## config.mk

```make
export PLATFORM = sky130hd
export DESIGN_NAME = uart_fifo_link_flat
export DESIGN_NICKNAME = d
export VERILOG_FILES = /design/src/rtl/uart_fifo_link_if.sv /design/src/rtl/uart_fifo_link.sv /design/src/flat_wrapper.sv
export SDC_FILE = /design/constraint.sdc
export NUM_CORES = 1
export LEC_CHECK = 0
export CORE_MARGIN = 3
export CORE_UTILIZATION = 47
export CTS_BUF_LIST = sky130_fd_sc_hd__clkbuf_8
export CTS_CLUSTER_DIAMETER = 60
export DETAILED_ROUTE_END_ITERATION = 10
export GPL_TIMING_DRIVEN = 0
export PLACE_DENSITY_LB_ADDON = 0.1
export SLEW_MARGIN = 20
export SYNTH_ARGS = -nofsm -noshare
export SYNTH_HDL_FRONTEND = slang
export SYNTH_SLANG_ARGS = --single-unit
```

## constraint.sdc

```tcl
create_clock -name clk -period 6 [get_ports clk]
set_input_delay 0.6 -clock clk [delete_from_list [all_inputs] [get_ports clk]]
set_output_delay 0.6 -clock clk [all_outputs]
set_load 0.1 [all_outputs]
```

## src/rtl/uart_fifo_link_if.sv

```systemverilog
// Host-side handshake bundle for uart_fifo_link: TX push and RX pop channels.
`timescale 1ns/1ps
interface uart_fifo_link_if #(
    parameter int unsigned DATA_BITS = 8
) ();
    logic [DATA_BITS-1:0] tx_data;
    logic                 tx_valid;
    logic                 tx_ready;
    logic [DATA_BITS-1:0] rx_data;
    logic                 rx_valid;
    logic                 rx_ready;

    modport master (
        output tx_data, output tx_valid, input  tx_ready,
        input  rx_data, input  rx_valid, output rx_ready
    );
    modport slave (
        input  tx_data, input  tx_valid, output tx_ready,
        output rx_data, output rx_valid, input  rx_ready
    );
endinterface

```

## src/rtl/uart_fifo_link.sv

```systemverilog
// Full-duplex UART with selectable baud rate, FIFO-buffered TX and RX,
// optional parity, sticky parity/frame/overrun flags.
`timescale 1ns/1ps

// First-word-fall-through FIFO; pointers carry one extra wrap bit.
module uart_fifo_link_fifo #(
    parameter int unsigned WIDTH = 8,
    parameter int unsigned DEPTH = 16
) (
    input  logic             clk,
    input  logic             reset,
    input  logic             push,
    input  logic [WIDTH-1:0] push_data,
    input  logic             pop,
    output logic [WIDTH-1:0] head,
    output logic             empty,
    output logic             full
);
    localparam int unsigned AW = $clog2(DEPTH);
    localparam int unsigned PW = AW + 1;

    logic [WIDTH-1:0] mem [DEPTH];
    logic [PW-1:0]    wr_ptr;
    logic [PW-1:0]    rd_ptr;
    logic             do_push;
    logic             do_pop;

    assign empty   = (wr_ptr == rd_ptr);
    assign full    = (wr_ptr[AW] != rd_ptr[AW]) && (wr_ptr[AW-1:0] == rd_ptr[AW-1:0]);
    assign do_pop  = pop && !empty;
    assign do_push = push && (!full || do_pop);
    assign head    = empty ? '0 : mem[rd_ptr[AW-1:0]];

    // Read/write pointer advance
    always_ff @(posedge clk) begin
        if (reset) begin
            wr_ptr <= '0;
            rd_ptr <= '0;
        end else begin
            if (do_push) wr_ptr <= wr_ptr + PW'(1);
            if (do_pop)  rd_ptr <= rd_ptr + PW'(1);
        end
    end

    // Storage write; contents are don't-care until pushed
    always_ff @(posedge clk) begin
        if (do_push) mem[wr_ptr[AW-1:0]] <= push_data;
    end
endmodule

module uart_fifo_link #(
    parameter int unsigned CLK_HZ     = 100_000_000,
    parameter int unsigned DATA_BITS  = 8,
    parameter int unsigned PARITY     = 0,
    parameter int unsigned STOP_BITS  = 1,
    parameter int unsigned FIFO_DEPTH = 16
) (
    input  logic                   clk,
    input  logic                   reset,
    input  logic [2:0]             baud_sel,
    uart_fifo_link_if.slave        link,
    output logic                   txd,
    output logic                   tx_busy,
    input  logic                   rxd,
    output logic                   parity_err,
    output logic                   frame_err,
    output logic                   overrun,
    input  logic                   err_clr
);
    localparam int unsigned MAX_DIV = CLK_HZ / 2400;
    localparam int unsigned CNT_W   = $clog2(STOP_BITS * MAX_DIV + 1);
    localparam int unsigned IDX_W   = $clog2(DATA_BITS);
    localparam logic [IDX_W-1:0] IDX_LAST = IDX_W'(DATA_BITS - 1);

    typedef enum logic [2:0] {TX_IDLE, TX_START, TX_DATA, TX_PARITY, TX_STOP} tx_state_t;
    typedef enum logic [2:0] {RX_IDLE, RX_START, RX_DATA, RX_PARITY, RX_STOP, RX_BREAK} rx_state_t;

    function automatic logic [CNT_W-1:0] baud_div(input logic [2:0] sel);
        case (sel)
            3'd0:    return CNT_W'(CLK_HZ / 2400);
            3'd1:    return CNT_W'(CLK_HZ / 4800);
            3'd2:    return CNT_W'(CLK_HZ / 9600);
            3'd3:    return CNT_W'(CLK_HZ / 19200);
            3'd4:    return CNT_W'(CLK_HZ / 38400);
            3'd5:    return CNT_W'(CLK_HZ / 57600);
            3'd6:    return CNT_W'(CLK_HZ / 115200);
            default: return CNT_W'(CLK_HZ / 230400);
        endcase
    endfunction

    // Expected parity bit for a data word (odd=1, even=2)
    function automatic logic parity_of(input logic [DATA_BITS-1:0] d);
        return (PARITY == 1) ? ~^d : ^d;
    endfunction

    logic [CNT_W-1:0] cur_div;
    assign cur_div = baud_div(baud_sel);

    // ---------------- TX path ----------------
    tx_state_t            tx_state, tx_next;
    logic [CNT_W-1:0]     tx_cnt, tx_bit_end, tx_stop_end;
    logic [IDX_W-1:0]     tx_idx;
    logic [DATA_BITS-1:0] tx_shift, tx_head;
    logic                 tx_par, tx_pop, tx_push, tx_wrap, tx_empty, tx_full;

    assign tx_push       = link.tx_valid && !tx_full;
    assign link.tx_ready = !tx_full;
    assign tx_busy       = (tx_state != TX_IDLE) || !tx_empty;

    uart_fifo_link_fifo #(.WIDTH(DATA_BITS), .DEPTH(FIFO_DEPTH)) tx_fifo (
        .clk(clk), .reset(reset), .push(tx_push), .push_data(link.tx_data),
        .pop(tx_pop), .head(tx_head), .empty(tx_empty), .full(tx_full)
    );

    // TX state register
    always_ff @(posedge clk) begin
        if (reset) tx_state <= TX_IDLE;
        else       tx_state <= tx_next;
    end

    // TX next state, FIFO pop and serial line level
    always_comb begin
        tx_next = tx_state;
        tx_pop  = 1'b0;
        tx_wrap = 1'b0;
        txd     = 1'b1;
        case (tx_state)
            TX_IDLE: begin
                if (!tx_empty) begin
                    tx_pop  = 1'b1;
                    tx_next = TX_START;
                end
            end
            TX_START: begin
                txd     = 1'b0;
                tx_wrap = (tx_cnt == tx_bit_end);
                if (tx_wrap) tx_next = TX_DATA;
            end
            TX_DATA: begin
                txd     = tx_shift[0];
                tx_wrap = (tx_cnt == tx_bit_end);
                if (tx_wrap && tx_idx == IDX_LAST) begin
                    if (PARITY != 0) tx_next = TX_PARITY;
                    else             tx_next = TX_STOP;
                end
            end
            TX_PARITY: begin
                txd     = tx_par;
                tx_wrap = (tx_cnt == tx_bit_end);
                if (tx_wrap) tx_next = TX_STOP;
            end
            TX_STOP: begin
                tx_wrap = (tx_cnt == tx_stop_end);
                if (tx_wrap) tx_next = TX_IDLE;
            end
            default: tx_next = TX_IDLE;
        endcase
    end

    // TX bit timer, shift register and per-frame baud latch
    always_ff @(posedge clk) begin
        if (reset) begin
            tx_cnt      <= '0;
            tx_idx      <= '0;
            tx_shift    <= '0;
            tx_par      <= 1'b0;
            tx_bit_end  <= '0;
            tx_stop_end <= '0;
        end else begin
            if (tx_state == TX_IDLE || tx_wrap) tx_cnt <= '0;
            else                                tx_cnt <= tx_cnt + CNT_W'(1);
            if (tx_pop) begin
                tx_shift    <= tx_head;
                tx_par      <= parity_of(tx_head);
                tx_idx      <= '0;
                tx_bit_end  <= cur_div - CNT_W'(1);
                tx_stop_end <= CNT_W'(cur_div * CNT_W'(STOP_BITS)) - CNT_W'(1);
            end else if (tx_state == TX_DATA && tx_wrap) begin
                tx_shift <= tx_shift >> 1;
                tx_idx   <= tx_idx + IDX_W'(1);
            end
        end
    end

    // ---------------- RX path ----------------
    rx_state_t            rx_state, rx_next;
    logic                 rxd_s1, rxd_s2, rxd_prev, rx_fall;
    logic [CNT_W-1:0]     rx_cnt, rx_bit_end, rx_half_end;
    logic [IDX_W-1:0]     rx_idx;
    logic [DATA_BITS-1:0] rx_shift;
    logic                 rx_par_bit, rx_par_bad, rx_sample, rx_stop_done;
    logic                 rx_pop, rx_empty, rx_full, rx_overrun_now;

    assign rx_fall        = rxd_prev && !rxd_s2;
    assign rx_pop         = link.rx_ready && !rx_empty;
    assign link.rx_valid  = !rx_empty;
    assign rx_stop_done   = (rx_state == RX_STOP) && rx_sample;
    assign rx_overrun_now = rx_stop_done && rx_full && !rx_pop;
    assign rx_par_bad     = (PARITY != 0) && (rx_par_bit != parity_of(rx_shift));

    uart_fifo_link_fifo #(.WIDTH(DATA_BITS), .DEPTH(FIFO_DEPTH)) rx_fifo (
        .clk(clk), .reset(reset), .push(rx_stop_done), .push_data(rx_shift),
        .pop(rx_pop), .head(link.rx_data), .empty(rx_empty), .full(rx_full)
    );

    // Two-flop synchroniser plus previous-sample flop for edge detection
    always_ff @(posedge clk) begin
        if (reset) begin
            rxd_s1   <= 1'b1;
            rxd_s2   <= 1'b1;
            rxd_prev <= 1'b1;
        end else begin
            rxd_s1   <= rxd;
            rxd_s2   <= rxd_s1;
            rxd_prev <= rxd_s2;
        end
    end

    // RX state register
    always_ff @(posedge clk) begin
        if (reset) rx_state <= RX_IDLE;
        else       rx_state <= rx_next;
    end

    // RX next state and bit-centre sample strobe
    always_comb begin
        rx_next   = rx_state;
        rx_sample = 1'b0;
        case (rx_state)
            RX_IDLE: begin
                if (rx_fall) rx_next = RX_START;
            end
            RX_START: begin
                rx_sample = (rx_cnt == rx_half_end);
                if (rx_sample) begin
                    if (rxd_s2) rx_next = RX_IDLE;
                    else        rx_next = RX_DATA;
                end
            end
            RX_DATA: begin
                rx_sample = (rx_cnt == rx_bit_end);
                if (rx_sample && rx_idx == IDX_LAST) begin
                    if (PARITY != 0) rx_next = RX_PARITY;
                    else             rx_next = RX_STOP;
                end
            end
            RX_PARITY: begin
                rx_sample = (rx_cnt == rx_bit_end);
                if (rx_sample) rx_next = RX_STOP;
            end
            RX_STOP: begin
                rx_sample = (rx_cnt == rx_bit_end);
                if (rx_sample) begin
                    if (rxd_s2) rx_next = RX_IDLE;
                    else        rx_next = RX_BREAK;
                end
            end
            RX_BREAK: begin
                if (rxd_s2) rx_next = RX_IDLE;
            end
            default: rx_next = RX_IDLE;
        endcase
    end

    // RX sample timer, data/parity capture and per-frame baud latch
    always_ff @(posedge clk) begin
        if (reset) begin
            rx_cnt      <= '0;
            rx_idx      <= '0;
            rx_shift    <= '0;
            rx_par_bit  <= 1'b0;
            rx_bit_end  <= '0;
            rx_half_end <= '0;
        end else begin
            if (rx_state == RX_IDLE || rx_sample) rx_cnt <= '0;
            else                                  rx_cnt <= rx_cnt + CNT_W'(1);
            if (rx_state == RX_IDLE && rx_fall) begin
                rx_idx      <= '0;
                rx_bit_end  <= cur_div - CNT_W'(1);
                rx_half_end <= (cur_div >> 1) - CNT_W'(1);
            end
            if (rx_state == RX_DATA && rx_sample) begin
                rx_shift <= {rxd_s2, rx_shift[DATA_BITS-1:1]};
                rx_idx   <= rx_idx + IDX_W'(1);
            end
            if (rx_state == RX_PARITY && rx_sample) rx_par_bit <= rxd_s2;
        end
    end

    // Sticky error flags; a new error in the clear cycle keeps the flag set
    always_ff @(posedge clk) begin
        if (reset) begin
            parity_err <= 1'b0;
            frame_err  <= 1'b0;
            overrun    <= 1'b0;
        end else begin
            parity_err <= (rx_stop_done && rx_par_bad) || (parity_err && !err_clr);
            frame_err  <= (rx_stop_done && !rxd_s2)    || (frame_err && !err_clr);
            overrun    <= rx_overrun_now               || (overrun && !err_clr);
        end
    end
endmodule

```

## src/flat_wrapper.sv

```systemverilog
// flat-port wrapper written by rule: the top's interface ports become plain ports
module uart_fifo_link_flat 
#(
    parameter int unsigned CLK_HZ     = 100_000_000,
    parameter int unsigned DATA_BITS  = 8,
    parameter int unsigned PARITY     = 0,
    parameter int unsigned STOP_BITS  = 1,
    parameter int unsigned FIFO_DEPTH = 16
)
  (clk, reset, baud_sel, txd, tx_busy, rxd, parity_err, frame_err, overrun, err_clr, link_tx_data, link_tx_valid, link_tx_ready, link_rx_data, link_rx_valid, link_rx_ready);
  uart_fifo_link_if #(.DATA_BITS(DATA_BITS)) link_i ();
  input  logic clk;
  input  logic reset;
  input  logic [2:0] baud_sel;
  output logic txd;
  output logic tx_busy;
  input  logic rxd;
  output logic parity_err;
  output logic frame_err;
  output logic overrun;
  input  logic err_clr;
  input wire logic [$bits(link_i.tx_data)-1:0] link_tx_data;
  input wire logic [$bits(link_i.tx_valid)-1:0] link_tx_valid;
  output wire logic [$bits(link_i.tx_ready)-1:0] link_tx_ready;
  output wire logic [$bits(link_i.rx_data)-1:0] link_rx_data;
  output wire logic [$bits(link_i.rx_valid)-1:0] link_rx_valid;
  input wire logic [$bits(link_i.rx_ready)-1:0] link_rx_ready;
  assign link_i.tx_data = link_tx_data;
  assign link_i.tx_valid = link_tx_valid;
  assign link_tx_ready = link_i.tx_ready;
  assign link_rx_data = link_i.rx_data;
  assign link_rx_valid = link_i.rx_valid;
  assign link_i.rx_ready = link_rx_ready;
  uart_fifo_link #(.CLK_HZ(CLK_HZ), .DATA_BITS(DATA_BITS), .PARITY(PARITY), .STOP_BITS(STOP_BITS), .FIFO_DEPTH(FIFO_DEPTH)) u_core (.clk(clk), .reset(reset), .baud_sel(baud_sel), .link(link_i), .txd(txd), .tx_busy(tx_busy), .rxd(rxd), .parity_err(parity_err), .frame_err(frame_err), .overrun(overrun), .err_clr(err_clr));
endmodule
```

### Yosys cells after proc, flatten, opt, wreduce, memory -nomap -nowiden

Memory sizes are Yosys's and may differ from the RTL's. A register that Yosys moved wholly into a read port is not among the register bits.
Cells that the tools add are included.

| cells by class | value |
|---|---|
| $add $sub $neg | 10 |
| equality and inequality tests | 37 |
| multiplexer cells | 35 |
| reduce and logical (&&, ||, !) cells | 49 |

Operators with widths:

| operator | count |
|---|---|
| $pmux 16 s7 | 1 |
| $eq 16x16->1 | 3 |
| $mux 3 | 14 |
| $add 16x1->16 const B | 2 |
| $mux 8 | 4 |
| $eq 3x3->1 const B | 8 |
| $logic_and 1x1->1 | 21 |
| $add 5x1->5 const B | 4 |
| $eq 3x2->1 const B | 6 |
| $ne 2x1->1 const B | 9 |
| $pmux 3 s6 | 1 |
| $mux 4 | 4 |
| $sub 15x1->16 const B | 1 |
| $sub 16x1->16 const B | 1 |
| $pmux 3 s5 | 1 |
| $eq 5x5->1 | 2 |
| $eq 3x1->1 const B | 3 |
| $logic_not 3->1 | 3 |
| $eq 4x4->1 | 2 |
| $reduce_xor 8->1 | 1 |
| $logic_not 1->1 | 7 |
| $logic_or 1x1->1 | 7 |
| $mux 1 | 7 |
| $add 3x1->3 const B | 2 |
| 12 further kinds | 17 |

| word-level totals | value |
|---|---|
| bits in registers | 135 |
| memory bits (writable) | 256 |
| input bits | 17 |
| output and inout bits | 15 |
| memories kept | 2 |

Memory list:

| name | depth | bits a word | rd ports | clocked after Yosys merged registers in | write ports | RTL line | RTL |
|---|---|---|---|---|---|---|---|
| u_core.rx_fifo.mem | 16 | 8 | 1 | 1 | 1 | uart_fifo_link.sv:22 | `logic [WIDTH-1:0] mem [DEPTH];` |
| u_core.tx_fifo.mem | 16 | 8 | 1 | 1 | 1 | uart_fifo_link.sv:22 |  |

### Logic depth before layout (Yosys ltp)

Gate-level depths: netlist of run 1.

| depth | value |
|---|---|
| depth after elaboration | 8 |
| depth in mapped cells | 9 |

### Cells and area by module

From an unflattened synthesis of run 1, not the netlist that was laid out.

| unflattened totals | value |
|---|---|
| cell total of the unflattened synthesis | 1216 |
| area total of the unflattened synthesis | 16625.9 sq um |

Modules (own cells, without submodules):

| module | instances | cells an instance | area each (sq um) |
|---|---|---|---|
| uart_fifo_link_fifo at u_core.tx_fifo | 1 | 308 | 5696.7 |
| uart_fifo_link_fifo at u_core.rx_fifo | 1 | 289 | 5594.1 |
| uart_fifo_link | 1 | 619 | 5335.1 |

### Worst setup path after synthesis of run 1

OpenSTA, ideal clock, no wires.

| timing | value |
|---|---|
| path type | register to output |
| start | register (tool-made name) |
| end | output port link_rx_data[5] |
| arrival | 3.685 ns |
| data required time | 5.400 ns |
| slack | 1.715 ns |
| stages on the path, launching flop included | 7 |
| path buffers | 3 |
| cell sequence | dfxtp_1 buf_2 buf_2 buf_2 mux4_2 mux2i_1 a211oi_1 |

RTL lines:

| element | RTL line | RTL |
|---|---|---|
| end, declared | flat_wrapper.sv:25 | `output wire logic [$bits(link_i.rx_data)-1:0] link_rx_data;` |

==> results.yml, run 1 <==
run_status:
  status: "complete, no violations"
floorplanning:
  coreArea_um2: 33800
  dieWidth_um: 192
  rows: 67
  die_area_um2: 36800
  dieHeight_um: 192
  initial_core_util_pct: 48.0
  pin_count: 32
power:
  finalPower_mw: 6.61
  power_density_nw_per_um2: 358
  total_leakage_power_nw: 6.48
  max-vdd-ir-drop_v: 0.000210
synthesis:
  synth_most_common_cell: "edfxtp_1"
  async_reset_ff_share_pct: 0
  synth_top_cell_by_area: "edfxtp_1"
  avgSynthCellArea_um2: 14.0
  yosysSeqAreaShare_pct: 65.0
  synth_area_leaders: "edfxtp_1 47%, dfxtp_1 18%, mux4_2 8.9%"
  yosys_warnings: 0
  syn_nets: 1196
  ys_dominant_reg_cell: "edfxtp_1"
  ys_seq_elements: 399
  synth_cells: 1162
  synth_edf_count: 256
  synthTopCellsByCount: "256 x edfxtp_1, 143 x dfxtp_1, 137 x nor2_1"
  synth_cell_types: 47
  yosys.area.top_type_share_pct: 47.4
  syn-cell-area_um2: 16200
clocking:
  cts_buffer_depth: 3
  tritoncts: "yes"
  hold_buffers: 0
  cts_buffers: 68
  cts_max_level: 3
  cts_resized: 0
  clock_latency_ns: 0.58
  postCtsSetupRepairBufs: 0
  clock-root-buffer: "clkbuf_8"
  clock_sinks: 399
  path_clk_slew_ns: 0.05
sta:
  fin_crit_sh_pct: 74.2
  tightest_slew_ns: 0.980
  rsz0062_at_grt: "false"
  relSlewSlack_pct: 34.4
  max_clock_freq_ghz: 0.225
  slew_violations: 0
  finalSetupViolCount: 0
  setup_tns_ns: 0
  finalClockSkew_ns: 0.0237
  hold_viol: 0
  fin_crit_ns: 4.45
routing:
  drc: 0
  initialDrtViolationCount: 456
  viasPerCell: 5.30
  drt-total-wl_mm: 34.0
  vias: 9329
  antenna_left: 0
  drt_first_pass_iters: 5
  wire_per_inst_um: 19.3
global_route:
  grt_pass1_vias: 9634
  antenna_found_initial: 0
  track_usage_pct: 19.2
  overflow: 0
  grt_max_degree: 19
  grt_pass1_wl_mm: 54.2
cells_and_area:
  drive_gt1_share_pct: 15.3
  diodes: 0
  finalNonFillerCells: 1760
  area_growth_pct: 13.7
  postLayoutCellArea_um2: 18400
  nNetsFinal: 1294
setup_path:
  critPathMaxFanout: 10
  cp-end-kind: "primary output"
  crit_type: "reg2out"
  worst-r2r-cell-count: 6
  crit_required_ns: 5.40
  r2r_setup_slack_ns: 2.71
  cp.arrival_ns: 3.85
  crit_path_start_kind: "register"
placement:
  post-place-cells: 1638
  io_buffers: 28
  hpwl_mm: 22.7
  place_area_um2: 17100
  routabilityCongestion: 0.796
min_path:
  holdPathStages: 1
  hp-class: "reg2reg"
flow_run:
  maxCapViolCount: 0
==> layout by cell type, fill, tap and decap left out, types with 3 or more instances in the layout <==
master	netlist	layout
buf_6	6	6
clkdlybuf4s50_1	0	28
or2_2	4	4
dfxtp_1	143	143
clkbuf_8	0	78
bufinv_16	0	3
nor3_2	1	9
clkinvlp_4	0	3
nor3b_1	6	6
nand3b_1	4	4
o21ai_0	6	6
xnor2_1	30	30
nand2b_1	9	9
a22oi_1	19	19
buf_1	4	4
xor2_1	81	81
a211oi_1	35	35
and2_1	5	5
nor3_1	21	13
nor4_1	10	10
clkinv_1	0	9
nand2_1	87	87
nand4_1	13	13
edfxtp_1	256	256
nor2b_1	15	15
inv_1	15	37
a21oi_1	50	50
mux4_2	64	64
nor2_1	137	137
and3_1	7	7
ha_1	17	17
clkbuf_1	36	36
buf_2	16	16
nand3_1	12	12
mux2i_1	27	27
clkinv_2	0	5
nor4_2	4	4
==> area by class of cell <==
cell class | instances | area [µm²]
Fill cell | 2813 | 15300
Sequential cell | 399 | 10600
Multi-Input combinational cell | 684 | 5340
Clock buffer | 78 | 1070
Tap cell | 448 | 561
Buffer | 64 | 313
Timing Repair Buffer | 28 | 280
Clock inverter | 44 | 272
Inverter | 15 | 56.3
==> per-stage QoR <==
step           hold WS (ns)  util [%]  setup WS [ns]
2_1_floorplan         0.389         -           1.71
3_3_place_gp          0.399      50.5           2.06
3_5_place_dp          0.404      50.6           2.07
4_1_cts               0.417      54.6           1.46
5_1_grt               0.446      54.6           1.31
6_report              0.413      54.6           1.55
==> worst paths after layout <==
path | from | endpoint
worst min register to register | u_core.rxd_s1$_SDFF_PP1_ | u_core.rxd_s2$_SDFF_PP1_
worst max register to register | u_core.rx_cnt[10]$_SDFF_PP0_ | u_core.rx_fifo.mem[11][2]$_DFFE_PP_
worst min-delay path | u_core.rxd_s1$_SDFF_PP1_ | u_core.rxd_s2$_SDFF_PP1_
worst max-delay path | register | link_rx_data[2]
==> where the power goes <==
group          internal [mW]  switching (mW)
Sequential              3.01          0.0812
Clock                   1.32            1.07
Combinational          0.450           0.680
Total                   4.78            1.83
==> flip-flops by register name, indices dropped and copies added (netlist names), 3 cells and up, named ones only <==
name	cells
u_core.rx_fifo.mem	128
u_core.tx_fifo.mem	128
u_core.rx_bit_end	16
u_core.rx_cnt	16
u_core.rx_half_end	16
u_core.tx_bit_end	16
u_core.tx_cnt	16
u_core.rx_shift	8
u_core.tx_shift	8
u_core.rx_fifo.rd_ptr	5
u_core.rx_fifo.wr_ptr	5
u_core.tx_fifo.rd_ptr	5
u_core.tx_fifo.wr_ptr	5
u_core.rx_idx	3
u_core.rx_state	3
u_core.tx_idx	3
u_core.tx_state	3
==> routing by layer <==
metal	GRT usage (%)	vias to the layer above	wire length [µm]
li1	-	4486	-
met1	25.8	4578	15200
met2	31.7	196	16400
met3	3.43	69	1490
met4	6.55	0	888
met5	0	-	0
==> cells by family after synthesis <==
group | count (synthesis) | share of synthesized area, %
muxes | 92 | 10.6
buffers and inverters | 79 | 2.28
AOI/OAI and AO/OA | 121 | 4.76
and+or+nand+nor | 343 | 10.0
xor gates and xnor gates | 111 | 5.99
adders and majority gates | 17 | 1.31
DFF | 399 | 65.0
==> worst max-delay path, cell delays in order (launching register included) <==
cell	delay [ns]
dfxtp_1	0.30
buf_2	0.17
buf_2	0.35
buf_2	0.41
mux4_2	0.54
mux2i_1	0.33
a211oi_1	0.15
clkdlybuf4s50_1	1.02
Power figures use the tool's default switching activity.
==> inputs of run 2 (changes only) <==
==> constraint.sdc (replaced) <==
create_clock -name clk -period 4.35 [get_ports clk]
set_input_delay 0.435 -clock clk [delete_from_list [all_inputs] [get_ports clk]]
set_output_delay 0.435 -clock clk [all_outputs]
set_load 0.1 [all_outputs]
==> run 2 against run 1 <==
Cell area barely moved. Critical endpoint unchanged. Via count about the same. Highest routed layer unchanged. Clock power up 38%. Sequential power rose by 38%. Register-to-register slack got worse by 1.7 ns. Wire length unchanged. Setup slack worse by 1.1 ns. Critical path depth did not move. Cell count did not move. Core utilization hardly changed.
==> results.yml, run 2 (same netlist as run 1, synthesis figures left out) <==
cells_and_area:
  area_growth_pct: 13.8
  nFillCells: 2817
  nNetsFinal: 1294
  diodes: 0
  finalNonFillerCells: 1760
  mostFrequentLayoutCells: "256 x edfxtp_1, 143 x dfxtp_1, 137 x nor2_1, 87 x nand2_1, 81 x xor2_1"
  seq_area_um2: 10600
  final_common_cell: "edfxtp_1"
  drive_gt1_share_pct: 15.3
  multi_input_area_um2: 5340
routing:
  met1_length_mm: 15.2
  drt-total-wl_mm: 34.0
  highest_layer: "met4"
  wl_met2_mm: 16.4
  drc: 0
  initialDrtViolationCount: 455
  vias: 9336
  wire_per_inst_um: 19.3
  met3_length_mm: 1.49
  antenna_left: 0
  drt_first_pass_iters: 5
  viasPerCell: 5.30
sta:
  tightest_slew_ns: 0.972
  slew_violations: 0
  finalSetupViolCount: 0
  max_clock_freq_ghz: 0.257
  fin_crit_sh_pct: 89.6
  relSlewSlack_pct: 35.1
  hold_viol: 0
  finalClockSkew_ns: 0.0235
  rsz0062_at_grt: "false"
  fin_crit_ns: 3.90
  setup_tns_ns: 0
setup_path:
  critPathBufInv: 4
  crit_type: "reg2out"
  cp_top_family: "buffers and inverters"
  cp.arrival_ns: 3.46
  crit_slowest_cell: "dlygate4sd2_1"
  path_cells: "buf_2, buf_2, buf_2, mux4_2, mux2i_1, a211oi_1, dlygate4sd2_1"
  critPathMaxStageDelay_ns: 0.64
  crit_path_start_kind: "register"
  cp-end-kind: "primary output"
  crit_cells: 7
  crit_top_cell: "buf_2"
  critPathMaxFanout: 10
  crit_required_ns: 3.91
  worst-r2r-cell-count: 6
power:
  seqPwrFrac_pct: 46.8
  p_clk_share_pct: 36.1
  max-vdd-ir-drop_v: 0.000290
  total_leakage_power_nw: 6.59
  power.switching_mw: 2.53
  p_comb_share_pct: 17.1
  power_density_nw_per_um2: 494
  p_int_mw: 6.59
  p_sw_share_pct: 27.7
global_route:
  track_usage_pct: 19.2
  grt_pass1_wl_mm: 54.2
  grt_pass1_vias: 9634
  antenna_found_initial: 0
  grt_max_degree: 19
  overflow: 0
clocking:
  path_clk_slew_ns: 0.06
  clock_latency_ns: 0.58
  tritoncts: "yes"
  cts_max_level: 3
  clock_sinks: 399
  cts_buffer_depth: 3
  cts_buffers: 68
  hold_buffers: 0
  clock-root-buffer: "clkbuf_8"
min_path:
  holdPathStages: 3
  hp-class: "in2reg"
floorplanning:
  initial_core_util_pct: 48.0
  die_area_um2: 36800
  dieWidth_um: 192
  coreArea_um2: 33800
  rows: 67
  pin_count: 32
  dieHeight_um: 192
flow_run:
  maxCapViolCount: 0
run_status:
  status: "complete, no violations"
placement:
  io_buffers: 28
  routabilityCongestion: 0.796
  post-place-cells: 1638
  hpwl_mm: 22.7
run 2: per-stage QoR:
stage,worst slack (ns),utilization (%),instance area [µm²],hold slack (ns),power [mW]
detailed placement,0.586,50.6,17100,0.404,5.91
CTS,0.00561,54.6,18400,0.348,9.24
global placement,0.577,50.5,17100,0.399,5.90
global route,0.158,54.6,18500,0.425,9.54
floorplan,0.230,-,16200,0.389,5.48
finish,0.453,54.6,18500,0.387,9.12
run 2: tightest hold or removal path, delay by kind of cell:
| family | cells | cell delay (ns) |
|---|---|---|
| and+or+nand+nor | 1 | 0.21 |
| buffers and inverters | 1 | 0.16 |
| AOI/OAI and AO/OA | 1 | 0.11 |
run 2: routing by layer:
| layer | vias to the layer above | GRT usage [%] |
|---|---|---|
| met5 | - | 0 |
| met3 | 69 | 3.43 |
| met2 | 199 | 31.7 |
| met1 | 4581 | 25.8 |
| met4 | 0 | 6.55 |
| li1 | 4487 | - |
run 2: worst paths after layout:
path                                              startpoint  slack, ns                             endpoint
worst max-delay path                                register       0.45                      link_rx_data[2]
worst min-delay path                             baud_sel[1]       0.39   u_core.rx_half_end[3]$_SDFFE_PP0P_
worst max register to register  u_core.rx_cnt[10]$_SDFF_PP0_       1.05  u_core.rx_fifo.mem[11][2]$_DFFE_PP_
worst min register to register      u_core.rxd_s1$_SDFF_PP1_       0.41             u_core.rxd_s2$_SDFF_PP1_
run 2: final cells by class:
cell class | instances | share of cell area (%)
Buffer | 64 | 1.69
Clock buffer | 78 | 5.82
Clock inverter | 44 | 1.47
Inverter | 15 | 0.305
Multi-Input combinational cell | 684 | 28.9
Sequential cell | 399 | 57.2
Tap cell | 448 | 3.04
Timing Repair Buffer | 28 | 1.57
run 2: power by group through the flow:
stage	clock network (mW)	logic, mW	registers (mW)
detailed placement	0	1.58	4.34
CTS	3.40	1.58	4.26
finish	3.29	1.56	4.26
floorplan	0	1.18	4.30
global placement	0	1.56	4.34
global route	3.56	1.70	4.28
run 2: what timing repair did:
item,4_1_cts,5_1_grt
setup buffers,0,0
resized for setup,3,5
setup endpoints to repair,3,5
==> inputs of run 3 (changes only) <==
--- a/config.mk
+++ b/config.mk
@@ -15,4 +15,5 @@
 export SLEW_MARGIN = 20
 export SYNTH_ARGS = -nofsm -noshare
 export SYNTH_HDL_FRONTEND = slang
+export SYNTH_HIERARCHICAL = 1
 export SYNTH_SLANG_ARGS = --single-unit
==> run 3 against run 2 <==
Combinational power up 6%. Sequential power about the same. Register-to-register slack worse by 0.50 ns. Core utilization down 0.32 points. Highest routed layer unchanged. Non-clock buffer count up 8. Critical endpoint is now link_rx_data[5]. Sequential share of layout area down 1.3 points. Synthesized cell count up 4.6%.
==> results.yml, run 3 <==
run_status:
  status: "complete, no violations"
synthesis:
  ys_dominant_reg_cell: "edfxtp_1"
  yosys.area_share.simple_pct: 11.0
  synth_cell_types: 58
  yosys.area.top_type_share_pct: 46.2
  avgSynthCellArea_um2: 13.7
  async_reset_ff_share_pct: 0
  yosysSeqAreaShare_pct: 63.3
  synth_cells: 1216
  synthXorXnorAreaFrac_pct: 5.83
  synth_edf_count: 256
  synthMuxAreaShare_pct: 9.60
  synth_top_family_by_area: "simple AND/OR/NAND/NOR gates"
  synth-compound-area-share_pct: 6.37
  yosys_warnings: 6
  syn_nets: 1250
  synth_area_leaders: "edfxtp_1 46%, dfxtp_1 17%, mux4_2 7.7%"
  synth_most_common_cell: "edfxtp_1"
  ys_seq_elements: 398
  synth_top_cell_by_area: "edfxtp_1"
  syn-cell-area_um2: 16600
  synthAdderAreaFrac_pct: 1.35
  synthTopCellsByCount: "256 x edfxtp_1, 142 x dfxtp_1, 85 x nor2_1"
setup_path:
  crit_type: "reg2out"
  critPathMaxStageDelay_ns: 1.18
  cp.arrival_ns: 3.67
  critPathMaxFanout: 10
  path_cells: "clkbuf_1, clkbuf_1, mux4_2, o22ai_1, nor3_1, clkdlybuf4s50_1"
  crit_top_cell: "clkbuf_1"
  crit_slowest_cell: "clkdlybuf4s50_1"
  crit_path_start_kind: "register"
  cp-end-kind: "primary output"
  crit_required_ns: 3.91
  worst-r2r-cell-count: 12
sta:
  relSlewSlack_pct: 34.8
  tightest_slew_ns: 0.974
  finalSetupViolCount: 0
  setup_tns_ns: 0
  hold_viol: 0
  fin_crit_ns: 4.10
  finalClockSkew_ns: 0.0274
  fin_crit_sh_pct: 94.3
  max_clock_freq_ghz: 0.244
  rsz0062_at_grt: "false"
  slew_violations: 0
cells_and_area:
  final_common_cell: "edfxtp_1"
  area_growth_pct: 13.4
  nNetsFinal: 1351
  diodes: 0
  mostFrequentLayoutCells: "256 x edfxtp_1, 142 x dfxtp_1, 85 x nor2_1, 80 x nand2_1, 73 x clkbuf_8"
  drive_gt1_share_pct: 16.5
  finalNonFillerCells: 1823
  postLayoutCellArea_um2: 18900
power:
  p_comb_share_pct: 18.1
  power.switching_mw: 2.63
  p_sw_share_pct: 28.7
  max-vdd-ir-drop_v: 0.000412
  p_clk_share_pct: 35.5
  seqPwrFrac_pct: 46.4
  power_density_nw_per_um2: 487
  total_leakage_power_nw: 6.46
  p_int_mw: 6.56
  finalPower_mw: 9.19
floorplanning:
  coreArea_um2: 34700
  die_area_um2: 37700
  pin_count: 32
  initial_core_util_pct: 47.9
  dieHeight_um: 194
  rows: 68
  dieWidth_um: 194
global_route:
  overflow: 0
  grt_pass1_vias: 10013
  antenna_found_initial: 0
  track_usage_pct: 19.3
  grt_pass1_wl_mm: 56.9
  grt_max_degree: 19
placement:
  routabilityCongestion: 0.802
  io_buffers: 31
  post-place-cells: 1702
  hpwl_mm: 24.2
  place_area_um2: 17500
routing:
  drt_first_pass_iters: 5
  wire_per_inst_um: 19.9
  drc: 0
  antenna_left: 0
  initialDrtViolationCount: 546
  drt-total-wl_mm: 36.3
  vias: 9959
  viasPerCell: 5.46
clocking:
  clock_sinks: 398
  cts_buffer_depth: 3
  cts_buffers: 68
  postCtsSetupRepairBufs: 0
  clock_latency_ns: 0.59
  clock-root-buffer: "clkbuf_8"
  cts_max_level: 3
  cts_resized: 0
  hold_buffers: 0
  path_clk_slew_ns: 0.06
  tritoncts: "yes"
min_path:
  hp-class: "reg2reg"
  holdPathStages: 1
flow_run:
  maxCapViolCount: 0
==> run 3: layout make-up <==
type                       count  area [µm²]
inverter                      17        63.8
buffer                        69         345
timing repair buffer          31         310
clock buffer                  73        1000
fill                        2953       15900
clock inverter                48         315
sequential                   398       10500
multi-input combinational    732        5710
tap                          455         569
==> run 3: metrics by stage <==
step	utilization (%)	setup slack (ns)	hold WS [ns]
6_report	54.3	0.249	0.410
5_1_grt	54.3	0.0830	0.427
4_1_cts	54.3	0.193	0.410
3_5_place_dp	50.5	0.493	0.396
3_3_place_gp	50.4	0.198	0.397
2_1_floorplan	-	0.685	0.389
==> run 3: per-layer routing <==
metal,track usage [%],share of wire [%],vias to the layer above
met1,26.8,46,4955
met4,6.17,2.0,0
met5,0,0,-
li1,-,-,4758
met2,31.4,48,192
met3,3.39,4.0,54
==> run 3: path summary, 6_finish.rpt <==
kind                                                             from                                  to  slack (ns)
worst max register to register  u_core/tx_fifo/wr_ptr[2]$_SDFFE_PP0P_  u_core/tx_fifo/mem[7][0]$_DFFE_PP_        0.55
worst min-delay path                         u_core/rxd_s1$_SDFF_PP1_            u_core/rxd_s2$_SDFF_PP1_        0.41
worst min register to register               u_core/rxd_s1$_SDFF_PP1_            u_core/rxd_s2$_SDFF_PP1_        0.41
worst max-delay path                                         register                     link_rx_data[5]        0.25
==> run 3: cells by family after synthesis <==
group / Yosys count
flip-flops: 398
XOR/XNOR: 109
AND/OR/NAND/NOR: 352
adder cells (fa/ha/maj): 18
AO/OA/AOI/OAI: 166
multiplexers: 87
buffers and inverters: 86
==> run 3: power by group through the flow <==
stage | Combinational (mW) | Clock, mW | Sequential, mW
detailed placement | 1.66 | 0 | 4.34
finish | 1.66 | 3.26 | 4.27
floorplan | 1.25 | 0 | 4.30
global route | 1.82 | 3.55 | 4.28
CTS | 1.67 | 3.36 | 4.26
global placement | 1.64 | 0 | 4.34
==> run 3: worst max-delay path: cells and delay by family (launching register included) <==
kind / cells / cell delay (ns)
AOI/OAI and AO/OA: 1 / 0.12
DFF: 1 / 0.30
muxes: 1 / 0.38
buffers and inverters: 3 / 2.03
and+or+nand+nor: 1 / 0.23
